--- config.mk ---
export PLATFORM = sky130hd
export DESIGN_NAME = multicycle_ctrl
export DESIGN_NICKNAME = d
export VERILOG_FILES = /design/src/rtl/ctrl_pkg.sv /design/src/rtl/mc_outdec.sv /design/src/rtl/multicycle_ctrl.sv
export SDC_FILE = /design/constraint.sdc
export NUM_CORES = 1
export LEC_CHECK = 0
export BUFFER_PORTS_ARGS = -buffer_cell sky130_fd_sc_hd__buf_2
export CORE_AREA = 2 2 43 45
export CTS_BUF_LIST = sky130_fd_sc_hd__clkbuf_4
export DETAILED_ROUTE_END_ITERATION = 10
export DIE_AREA = 0 0 45 47
export PLACE_DENSITY = 0.61
export REMOVE_ABC_BUFFERS = 1
export SYNTH_ARGS = -nofsm -noshare
export SYNTH_HDL_FRONTEND = slang
export SYNTH_SLANG_ARGS = --single-unit
--- constraint.sdc ---
create_clock -name clk -period 1.45 [get_ports clk]
set_input_delay 0.145 -clock clk [delete_from_list [all_inputs] [get_ports clk]]
set_output_delay 0.145 -clock clk [all_outputs]
set_load 0.02 [all_outputs]
--- src/rtl/ctrl_pkg.sv ---
// Shared types and constants for the multicycle RV32 control path.
// Build option: MCCTRL_ADDI_EN adds the EXECI state for opcode 0010011.
package ctrl_pkg;

  typedef enum logic [3:0] {
    ST_FETCH    = 4'd0,
    ST_DECODE   = 4'd1,
    ST_MEMADR   = 4'd2,
    ST_MEMREAD  = 4'd3,
    ST_MEMWB    = 4'd4,
    ST_MEMWRITE = 4'd5,
    ST_EXECUTE  = 4'd6,
    ST_ALUWB    = 4'd7,
    ST_BRANCH   = 4'd8,
    ST_TRAP     = 4'd9
`ifdef MCCTRL_ADDI_EN
    , ST_EXECI  = 4'd10
`endif
  } mc_state_t;

  localparam logic [6:0] OP_LOAD   = 7'b0000011;
  localparam logic [6:0] OP_STORE  = 7'b0100011;
  localparam logic [6:0] OP_RTYPE  = 7'b0110011;
  localparam logic [6:0] OP_BRANCH = 7'b1100011;
  localparam logic [6:0] OP_IMM    = 7'b0010011;

  // Same encoding the ALU control decoder expects.
  localparam logic [1:0] ALUOP_LWSW   = 2'b00;
  localparam logic [1:0] ALUOP_BRANCH = 2'b01;
  localparam logic [1:0] ALUOP_RTYPE  = 2'b10;

  localparam logic [1:0] SRCB_RS2  = 2'b00;
  localparam logic [1:0] SRCB_FOUR = 2'b01;
  localparam logic [1:0] SRCB_IMM  = 2'b10;
  localparam logic [1:0] SRCB_BOFF = 2'b11;

  localparam logic [1:0] PCSRC_ALU    = 2'b00;
  localparam logic [1:0] PCSRC_ALUOUT = 2'b01;

  typedef struct packed {
    logic       pc_write;
    logic       pc_write_cond;
    logic       iord;
    logic       mem_read;
    logic       mem_write;
    logic       ir_write;
    logic       mem_to_reg;
    logic       reg_write;
    logic       alu_src_a;
    logic [1:0] alu_src_b;
    logic [1:0] aluop;
    logic [1:0] pc_source;
    logic       illegal;
  } ctrl_word_t;

  function automatic ctrl_word_t ctrl_idle();
    ctrl_word_t w;
    w       = '0;
    w.aluop = ALUOP_LWSW;
    return w;
  endfunction

endpackage

--- src/rtl/mc_outdec.sv ---
// Combinational state -> control-word decoder for multicycle_ctrl.
// Build option: MCCTRL_ADDI_EN decodes the EXECI state.
module mc_outdec
  import ctrl_pkg::*;
(
  input  mc_state_t  state,
  input  logic       ready,
  output ctrl_word_t ctrl
);

  always_comb begin
    ctrl = ctrl_idle();
    case (state)
      ST_FETCH: begin
        ctrl.mem_read  = 1'b1;
        ctrl.alu_src_b = SRCB_FOUR;
        ctrl.pc_source = PCSRC_ALU;
        // IR and PC load only on the cycle the fetch actually completes.
        ctrl.ir_write  = ready;
        ctrl.pc_write  = ready;
      end
      ST_DECODE: begin
        ctrl.alu_src_b = SRCB_BOFF;
      end
      ST_MEMADR: begin
        ctrl.alu_src_a = 1'b1;
        ctrl.alu_src_b = SRCB_IMM;
      end
      ST_MEMREAD: begin
        ctrl.mem_read = 1'b1;
        ctrl.iord     = 1'b1;
      end
      ST_MEMWB: begin
        ctrl.reg_write  = 1'b1;
        ctrl.mem_to_reg = 1'b1;
      end
      ST_MEMWRITE: begin
        ctrl.mem_write = 1'b1;
        ctrl.iord      = 1'b1;
      end
      ST_EXECUTE: begin
        ctrl.alu_src_a = 1'b1;
        ctrl.alu_src_b = SRCB_RS2;
        ctrl.aluop     = ALUOP_RTYPE;
      end
      ST_ALUWB: begin
        ctrl.reg_write = 1'b1;
      end
      ST_BRANCH: begin
        ctrl.alu_src_a     = 1'b1;
        ctrl.alu_src_b     = SRCB_RS2;
        ctrl.aluop         = ALUOP_BRANCH;
        ctrl.pc_write_cond = 1'b1;
        ctrl.pc_source     = PCSRC_ALUOUT;
      end
`ifdef MCCTRL_ADDI_EN
      ST_EXECI: begin
        ctrl.alu_src_a = 1'b1;
        ctrl.alu_src_b = SRCB_IMM;
      end
`endif
      // TRAP and any stray encoding: everything idle, flag raised.
      default: begin
        ctrl.illegal = 1'b1;
      end
    endcase
  end

endmodule

--- src/rtl/multicycle_ctrl.sv ---
// Main control FSM of the multicycle RV32 datapath (fetch/decode/execute/mem/wb).
// Build option: MCCTRL_ADDI_EN enables addi via the EXECI state.
module multicycle_ctrl
  import ctrl_pkg::*;
#(
  parameter int MEM_HANDSHAKE = 1
)
(
  input  logic       clk,
  input  logic       rst,
  input  logic [6:0] opcode,
  input  logic       mem_ready,
  output logic       pc_write,
  output logic       pc_write_cond,
  output logic       iord,
  output logic       mem_read,
  output logic       mem_write,
  output logic       ir_write,
  output logic       mem_to_reg,
  output logic       reg_write,
  output logic       alu_src_a,
  output logic [1:0] alu_src_b,
  output logic [1:0] aluop,
  output logic [1:0] pc_source,
  output logic       illegal,
  output logic [3:0] state_o
);

  mc_state_t  state;
  logic       is_store;
  logic       ready;
  ctrl_word_t ctrl;
  ctrl_word_t ctrl_out;

  assign ready = (MEM_HANDSHAKE != 0) ? mem_ready : 1'b1;

  always_ff @(posedge clk) begin
    if (rst) begin
      state    <= ST_FETCH;
      is_store <= 1'b0;
    end else begin
      case (state)
        ST_FETCH:    state <= ready ? ST_DECODE : ST_FETCH;
        ST_DECODE: begin
          // The IR may change later, so remember load vs store now.
          is_store <= (opcode == OP_STORE);
          case (opcode)
            OP_LOAD, OP_STORE: state <= ST_MEMADR;
            OP_RTYPE:          state <= ST_EXECUTE;
            OP_BRANCH:         state <= ST_BRANCH;
`ifdef MCCTRL_ADDI_EN
            OP_IMM:            state <= ST_EXECI;
`endif
            default:           state <= ST_TRAP;
          endcase
        end
        ST_MEMADR:   state <= is_store ? ST_MEMWRITE : ST_MEMREAD;
        ST_MEMREAD:  state <= ready ? ST_MEMWB : ST_MEMREAD;
        ST_MEMWB:    state <= ST_FETCH;
        ST_MEMWRITE: state <= ready ? ST_FETCH : ST_MEMWRITE;
        ST_EXECUTE:  state <= ST_ALUWB;
        ST_ALUWB:    state <= ST_FETCH;
        ST_BRANCH:   state <= ST_FETCH;
`ifdef MCCTRL_ADDI_EN
        ST_EXECI:    state <= ST_ALUWB;
`endif
        default:     state <= ST_TRAP;
      endcase
    end
  end

  mc_outdec u_outdec (
    .state (state),
    .ready (ready),
    .ctrl  (ctrl)
  );

  // Reset forces every output low immediately, so an in-flight access is dropped.
  assign ctrl_out      = rst ? '0 : ctrl;
  assign state_o       = rst ? 4'd0 : state;

  assign pc_write      = ctrl_out.pc_write;
  assign pc_write_cond = ctrl_out.pc_write_cond;
  assign iord          = ctrl_out.iord;
  assign mem_read      = ctrl_out.mem_read;
  assign mem_write     = ctrl_out.mem_write;
  assign ir_write      = ctrl_out.ir_write;
  assign mem_to_reg    = ctrl_out.mem_to_reg;
  assign reg_write     = ctrl_out.reg_write;
  assign alu_src_a     = ctrl_out.alu_src_a;
  assign alu_src_b     = ctrl_out.alu_src_b;
  assign aluop         = ctrl_out.aluop;
  assign pc_source     = ctrl_out.pc_source;
  assign illegal       = ctrl_out.illegal;

endmodule

; After elaboration in Yosys (flattened, before gate mapping)
; Index checks and enable logic that the tools add are counted.
; W data, S select, Z words.
[totals]
in_bits = 10
register_bits = 5
out_inout_bits = 20
elab_cells = 42
[classes]
n_eq_ne = 12
muxes = 20
n_reduce_logical = 8
[ops]
columns = operator, n
row1 = $pmux W4 S7, 1
row2 = $eq A4 B3 Y1 const B, 4
row3 = $mux W16, 1
row4 = $eq A7 B6 Y1 const B, 2
row5 = $pmux W4 S3, 1
row6 = $mux W1, 11
row7 = $mux W3, 3
row8 = $reduce_or A9 Y1, 1
row9 = $eq A4 B2 Y1 const B, 2
row10 = $reduce_or A2 Y1, 4
row11 = $eq A7 B2 Y1 const B, 1
row12 = $eq A7 B7 Y1 const B, 1
row13 = $pmux W2 S3, 1
row14 = $reduce_or A3 Y1, 2
row15 = $eq A4 B1 Y1 const B, 1
row16 = $eq A4 B4 Y1 const B, 1
row17 = $logic_not A4 Y1, 1
row18 = $mux W4, 1
row19 = $pmux W2 S2, 1

; Depth between registers and ports, before layout
; Gate-level depths: netlist of run 1.
[depth]
depth_word = 4
mapped_depth = 5
depth_no_buf = 4

; Modules after synthesis
; A second synthesis of run 1 with hierarchy kept.
[hier_totals]
cells_unflattened = 88
hier_area_um2 = 694.4
[by_module_without_submodules]
columns = module, seq_area_each_um2, n_inst, cells_each, area_per_inst_um2
row1 = multicycle_ctrl, 100.1, 1, 62, 475.5
row2 = mc_outdec, 0.0, 1, 26, 219.0

; Worst setup path after synthesis of run 1
; Ideal clock, no wire load.
[synth_path]
path_kind = reg2out
start = register state[3]
end = output port aluop[0]
required_ns = 1.305
slack_ns = -0.159
stages_incl_launch_ff = 5
t_arrival_ns = 1.464
path_buffers = 2
path_cell_list = dfxtp_1 buf_2 nor2b_1 and3b_1 buf_4
[synth_via]
elab_chain_len = 3
elab_cells_between_ends = 4
classes_between = eq/ne: 2 / mux: 2
[synth_lines]
columns = item, line
row1 = from (decl), multicycle_ctrl.sv:29  ; mc_state_t state;
row2 = from (signal assigned), multicycle_ctrl.sv:43  ; ST_FETCH: state <= ready ? ST_DECODE : ST_FETCH;
row3 = from (signal assigned), multicycle_ctrl.sv:57  ; ST_MEMADR: state <= is_store ? ST_MEMWRITE : ST_MEMREAD;
row4 = from (signal assigned), multicycle_ctrl.sv:58  ; ST_MEMREAD: state <= ready ? ST_MEMWB : ST_MEMREAD;
row5 = $eq A4 B4 Y1 or $eq A4 B3 Y1 (tied branches), mc_outdec.sv:13  ; case (state)
row6 = $pmux W2 S2 (*), mc_outdec.sv:13
row7 = $mux W16 (*), multicycle_ctrl.sv:79  ; assign ctrl_out = rst ? '0 : ctrl;
row8 = to (decl), multicycle_ctrl.sv:23  ; output logic [1:0] aluop,
; Every way passes the cells marked *; elsewhere a longest branch is shown, timed or not.

; Final worst setup path of run 1
[layout_path]
start = register state[2]
end = output port alu_src_b[1]
[layout_via]
elab_chain_len = 3
elab_cells_between_ends = 5
classes_between = eq/ne: 2 / mux: 2 / reduce/logical: 1
[layout_lines]
columns = item, line
row1 = "$eq A4 B2 Y1, or another cell as far along", mc_outdec.sv:13
row2 = $pmux W2 S3 (*), mc_outdec.sv:13
row3 = $mux W16 (*), multicycle_ctrl.sv:79
row4 = to (decl), multicycle_ctrl.sv:22  ; output logic [1:0] alu_src_b,
; Marked as above.

==> results.json, run 1 <==
{
  "dpl.hpwl_mm": 1.01,
  "antenna_cells": 0,
  "synth-edff-count": 0,
  "clkTransAtPathRegs_ns": 0.05,
  "grt_pass1_vias": 547,
  "ctsHoldBuffers": 0,
  "r2r_cells": 5,
  "yosysWarningCount": 0,
  "drv_cap": 0,
  "synth_cell_types": 37,
  "drcViolationCount": 0,
  "vias": 626,
  "fillers": 162,
  "row_count": 15,
  "layout.nets": 121,
  "clkSinkCount": 5,
  "finish.instance_area_um2": 885,
  "initial_core_util_pct": 33.1,
  "synthCells": 73,
  "cp.required_ns": 1.31,
  "postPlaceCellArea_um2": 694,
  "synthTopCellsByCount": "12 x nor2_1, 5 x dfxtp_1, 5 x nor2b_1",
  "drt-initial-drc-count": 6,
  "syn2layout_area_growth_pct": 61.8,
  "dr_wl_met3_um": 96,
  "finalCritPeriodShare_pct": 98.7,
  "ant_nets": 0,
  "cellPowerDensity_nw_per_um2": 771,
  "coreArea_um2": 1650,
  "root_buffer": "clkbuf_4",
  "slew_violations": 0,
  "port_buffers": 28,
  "drt_wl_total_mm": 1.47,
  "setup_viol": 0,
  "htree_levels": 1,
  "yosys.area.top_type": "dfxtp_1",
  "worstPathMaxFanout": 7,
  "die_h_um": 47,
  "hold_class": "input pin to register",
  "rsz0062_at_grt": "yes",
  "ys_top_cells_by_area": "dfxtp_1 18%, nor2_1 8.2%, nor2b_1 5.7%",
  "clk_path_buf_depth": 2,
  "peakVddDrop_v": 0.000425,
  "crit_type": "register to output pin",
  "max_freq_mhz": 699,
  "wl_per_cell_um": 11.6,
  "skew_ns": 0.00404,
  "vias_per_cell": 4.93,
  "yosysMostFrequentCell": "nor2_1",
  "die-area_um2": 2120,
  "start_kind": "register",
  "gr-usage-all-layers_pct": 14.8,
  "whs_ns": 0.204,
  "final_core_util_pct": 53.6,
  "yosysTopAreaCellShare_pct": 18.3,
  "highest_layer": "met4",
  "synth_area_um2": 547,
  "period_minus_slack_ns": 1.43,
  "grt_pass1_wl_mm": 2.26,
  "hold_depth": 3,
  "ys_seq_area_share_pct": 18.3,
  "cts_tree": "done",
  "syn_avg_cell_area_um2": 7.49,
  "setup_tns_ns": 0,
  "outcome": "finished clean",
  "grt_overflow": 0,
  "end_kind": "output pin",
  "drive_above_1_share_pct": 55.5,
  "io_pins": 30,
  "wl_met2_um": 707,
  "antenna_found_initial": 0,
  "routabilityCongestion": 0.792,
  "wl_met1_um": 654,
  "first_pass_iters": 4,
  "async_flop_share_pct": 0,
  "leakagePower_nw": 0.445,
  "insertion_delay_ns": 0.25,
  "die_w_um": 45,
  "cts_buffers": 3,
  "synth_seq_cells": 5,
  "hold_viol": 0,
  "grt_max_degree": 14,
  "arrival_ns": 1.29,
  "synthFlopType": "dfxtp_1"
}
[cell families (layout without fill, tap and decap cells)]
group                    count (synthesis)  in the layout  share of synthesized area [%]
AND/OR/NAND/NOR                         41             41                           50.1
AO/OA/AOI/OAI                           12             12                           14.9
buffers and inverters                   11             48                           10.8
flip-flops                               5              5                           18.3
adder cells (fa/ha/maj)                  1              1                           1.83
other                                    1              1                          0.686
XOR/XNOR                                 1              1                           1.60
multiplexers                             1              1                           1.83
[area by class of cell]
class                           instances  area [um^2]  area share, %
Inverter                                2         7.51          0.849
Tap cell                               17         21.3           2.40
Timing Repair Buffer                   42          292           33.0
Clock buffer                            4         30.0           3.39
Multi-Input combinational cell         57          422           47.7
Sequential cell                         5          113           12.7
[final timing paths]
check | startpoint | slack (ns) | end
worst max register to register | state[2]$_SDFF_PP0_ | 0.07 | state[2]$_SDFF_PP0_
worst min-delay path | opcode[5] | 0.20 | state[2]$_SDFF_PP0_
worst min register to register | is_store$_SDFFE_PP0P_ | 0.53 | is_store$_SDFFE_PP0P_
worst max-delay path | state[2]$_SDFF_PP0_ | 0.02 | alu_src_b[1]
[registers in the layout, indices dropped and copies added (netlist names)]
signal and flops:
is_store 1, state 4
[cells in the final DEF (no fill, tap or decap), types with 2 or more instances in the layout]
cell type	n
nor3_1	3
a21oi_1	2
o21ai_1	2
buf_2	22
and3_1	2
nand2_1	4
inv_1	2
buf_4	15
nor2b_1	5
and3b_1	2
buf_6	3
dfxtp_4	3
nor3b_2	2
nor2_2	2
clkbuf_4	4
nor2_1	10
[through the flow]
stage	power [mW]	cells	worst slack [ns]
floorplan	0.327	64	-0.172
global placement	0.422	114	0.134
detailed placement	0.422	114	0.0654
CTS	0.651	125	0.00512
global route	0.728	127	-0.0415
finish	0.682	127	0.0188
[per-layer routing]
layer  GRT usage [%]  vias up
met1            17.1      268
met4            7.06        0
met5               0        -
met3            2.31        2
met2            26.9       26
li1                -      330
[repair_timing]
item,in CTS,in global routing
gates resized for setup,14,13
cloned,0,1
setup buffers,7,2
setup endpoints to repair,14,10
pin swaps,1,6
[report_power, final]
part	total, mW	switching (mW)	internal (mW)	leakage, nW
Sequential	0.169	0.0200	0.149	0.0433
Combinational	0.329	0.159	0.170	0.384
Clock	0.184	0.0611	0.123	0.0184
Total	0.682	0.240	0.442	0.445
[critical path, stage by stage (launching register included)]
cell	delay (ns)
dfxtp_4	0.37
or3_4	0.42
a21oi_2	0.11
buf_4	0.14
Power figures use the tool's default switching activity.
==> run 2, diff against run 1 <==
--- a/config.mk
+++ b/config.mk
@@ -12,6 +12,7 @@
 export DIE_AREA = 0 0 45 47
 export PLACE_DENSITY = 0.61
 export REMOVE_ABC_BUFFERS = 1
+export SLEW_MARGIN = 10
 export SYNTH_ARGS = -nofsm -noshare
 export SYNTH_HDL_FRONTEND = slang
 export SYNTH_SLANG_ARGS = --single-unit
==> constraint.sdc (replaced) <==
create_clock -name clk -period 1.85 [get_ports clk]
set_input_delay 0.185 -clock clk [delete_from_list [all_inputs] [get_ports clk]]
set_output_delay 0.185 -clock clk [all_outputs]
set_load 0.02 [all_outputs]
==> run 2 against run 1 <==
  * Power shrank 32%
  * Cell count shrank 10%
  * Sequential power down 22%
  * Critical path depth unchanged
  * Critical path type unchanged
==> results.json, run 2 (synthesized netlist as in run 1, its figures left out) <==
{
  "hold_viol": 0,
  "p_clk_share_pct": 30.8,
  "setup_tns_ns": 0,
  "cts_tree": "done",
  "setup_viol": 0,
  "htree_levels": 1,
  "coreArea_um2": 1650,
  "rsz0062_at_grt": "no",
  "max_freq_mhz": 588,
  "ctsResizeCount": 0,
  "io_pins": 30,
  "largest_reg_flops": 4,
  "seq_power_share_pct": 28.5,
  "highest_layer": "met4",
  "final_common_cell": "buf_2",
  "cp.required_ns": 1.66,
  "drive_above_1_share_pct": 38.1,
  "die_w_um": 45,
  "dpl.hpwl_mm": 1.01,
  "antenna_cells": 0,
  "end_kind": "output pin",
  "p_comb_share_pct": 40.8,
  "antenna_found_initial": 0,
  "outcome": "finished clean",
  "reg_top3": "state: 4 flops, is_store: 1 flops",
  "vias": 590,
  "start_kind": "register",
  "leakagePower_nw": 0.367,
  "crit_type": "register to output pin",
  "peakVddDrop_v": 0.000300,
  "hold_class": "input pin to register",
  "drv_cap": 0,
  "clk_path_buf_depth": 2,
  "drt-initial-drc-count": 16,
  "initial_core_util_pct": 33.1,
  "drcViolationCount": 0,
  "swShare_pct": 36.3,
  "whs_ns": 0.270,
  "layout.nets": 108,
  "grt_overflow": 0,
  "worstPathMaxFanout": 14,
  "first_pass_iters": 4,
  "root_buffer": "clkbuf_4",
  "worst_pin_slew_ns": 0.552,
  "regMostFlops": "state",
  "port_buffers": 28,
  "wl_per_cell_um": 11.4,
  "grt_max_degree": 17,
  "arrival_ns": 1.51,
  "vias_per_cell": 5.18,
  "skew_ns": 0.00295,
  "dr_wl_met3_um": 100,
  "wl_met1_um": 601,
  "clkTransAtPathRegs_ns": 0.04,
  "syn2layout_area_growth_pct": 27.0,
  "cts_buffers": 3,
  "die_h_um": 47,
  "postCtsSetupBuffers": 0,
  "routabilityCongestion": 0.861,
  "wl_met2_um": 580,
  "relSlewSlack_pct": 63.1,
  "final_cell_mix": "28 x buf_2, 12 x nor2_1, 5 x nor2b_1, 5 x dfxtp_1",
  "p_sw_mw": 0.168,
  "grt_pass1_vias": 490,
  "cellPowerDensity_nw_per_um2": 665,
  "grt_pass1_wl_mm": 2.06,
  "insertion_delay_ns": 0.24,
  "gr-usage-all-layers_pct": 13.4,
  "row_count": 15,
  "period_minus_slack_ns": 1.70,
  "slew_violations": 0,
  "drt_wl_total_mm": 1.30,
  "ctsHoldBuffers": 0,
  "die-area_um2": 2120,
  "finalCritPeriodShare_pct": 91.9,
  "clkSinkCount": 5,
  "p_int_mw": 0.294,
  "ant_nets": 0
}
## run 2: changes by cell type in the layout (fill, tap and decap cells not counted), sizes merged
cell | before | now
buf | 42 | 29
## run 2: path summary, 6_finish.rpt
kind | from | to | slack (ns) | depth (start not counted)
max reg2reg | state[1]$_SDFF_PP0_ | state[2]$_SDFF_PP0_ | 0.31 | 4
min reg2reg | is_store$_SDFFE_PP0P_ | is_store$_SDFFE_PP0P_ | 0.56 | 2
max | state[1]$_SDFF_PP0_ | alu_src_b[1] | 0.15 | 3
min | rst | state[3]$_SDFF_PP0_ | 0.27 | 2
## run 2: layer usage
layer,vias to the layer above,track usage [%]
met5,-,0
met4,0,3.53
met3,2,4.62
met2,25,22.9
met1,262,16.3
li1,301,-
## run 2: per-stage QoR
step / utilization (%) / std cells / instance area [um^2] / setup WS (ns) / power, mW
finish: 42.0 / 114 / 694 / 0.150 / 0.462
global placement: 40.2 / 110 / 664 / 0.399 / 0.321
floorplan: - / 64 / 495 / 0.188 / 0.256
detailed placement: 40.2 / 110 / 664 / 0.322 / 0.324
CTS: 42.0 / 114 / 694 / 0.151 / 0.469
global route: 42.0 / 114 / 694 / 0.0507 / 0.497
## run 2: cell type report
class | instances | area (um^2)
Clock buffer | 4 | 30.0
Sequential cell | 5 | 100
Tap cell | 17 | 21.3
Fill cell | 194 | 957
Multi-Input combinational cell | 57 | 388
Inverter | 2 | 7.51
Timing Repair Buffer | 29 | 148
## run 2: worst max-delay path, stage by stage (launching register included)
cell     delay, ns
dfxtp_1       0.62
or2b_1        0.33
a21oi_1       0.15
buf_2         0.17
## run 2: power by group through the flow
stage / sequential [mW] / combinational (mW) / clock, mW
floorplan: 0.139 / 0.117 / 0
global placement: 0.134 / 0.188 / 0
detailed placement: 0.134 / 0.190 / 0
CTS: 0.132 / 0.190 / 0.148
global route: 0.134 / 0.207 / 0.156
finish: 0.132 / 0.188 / 0.142
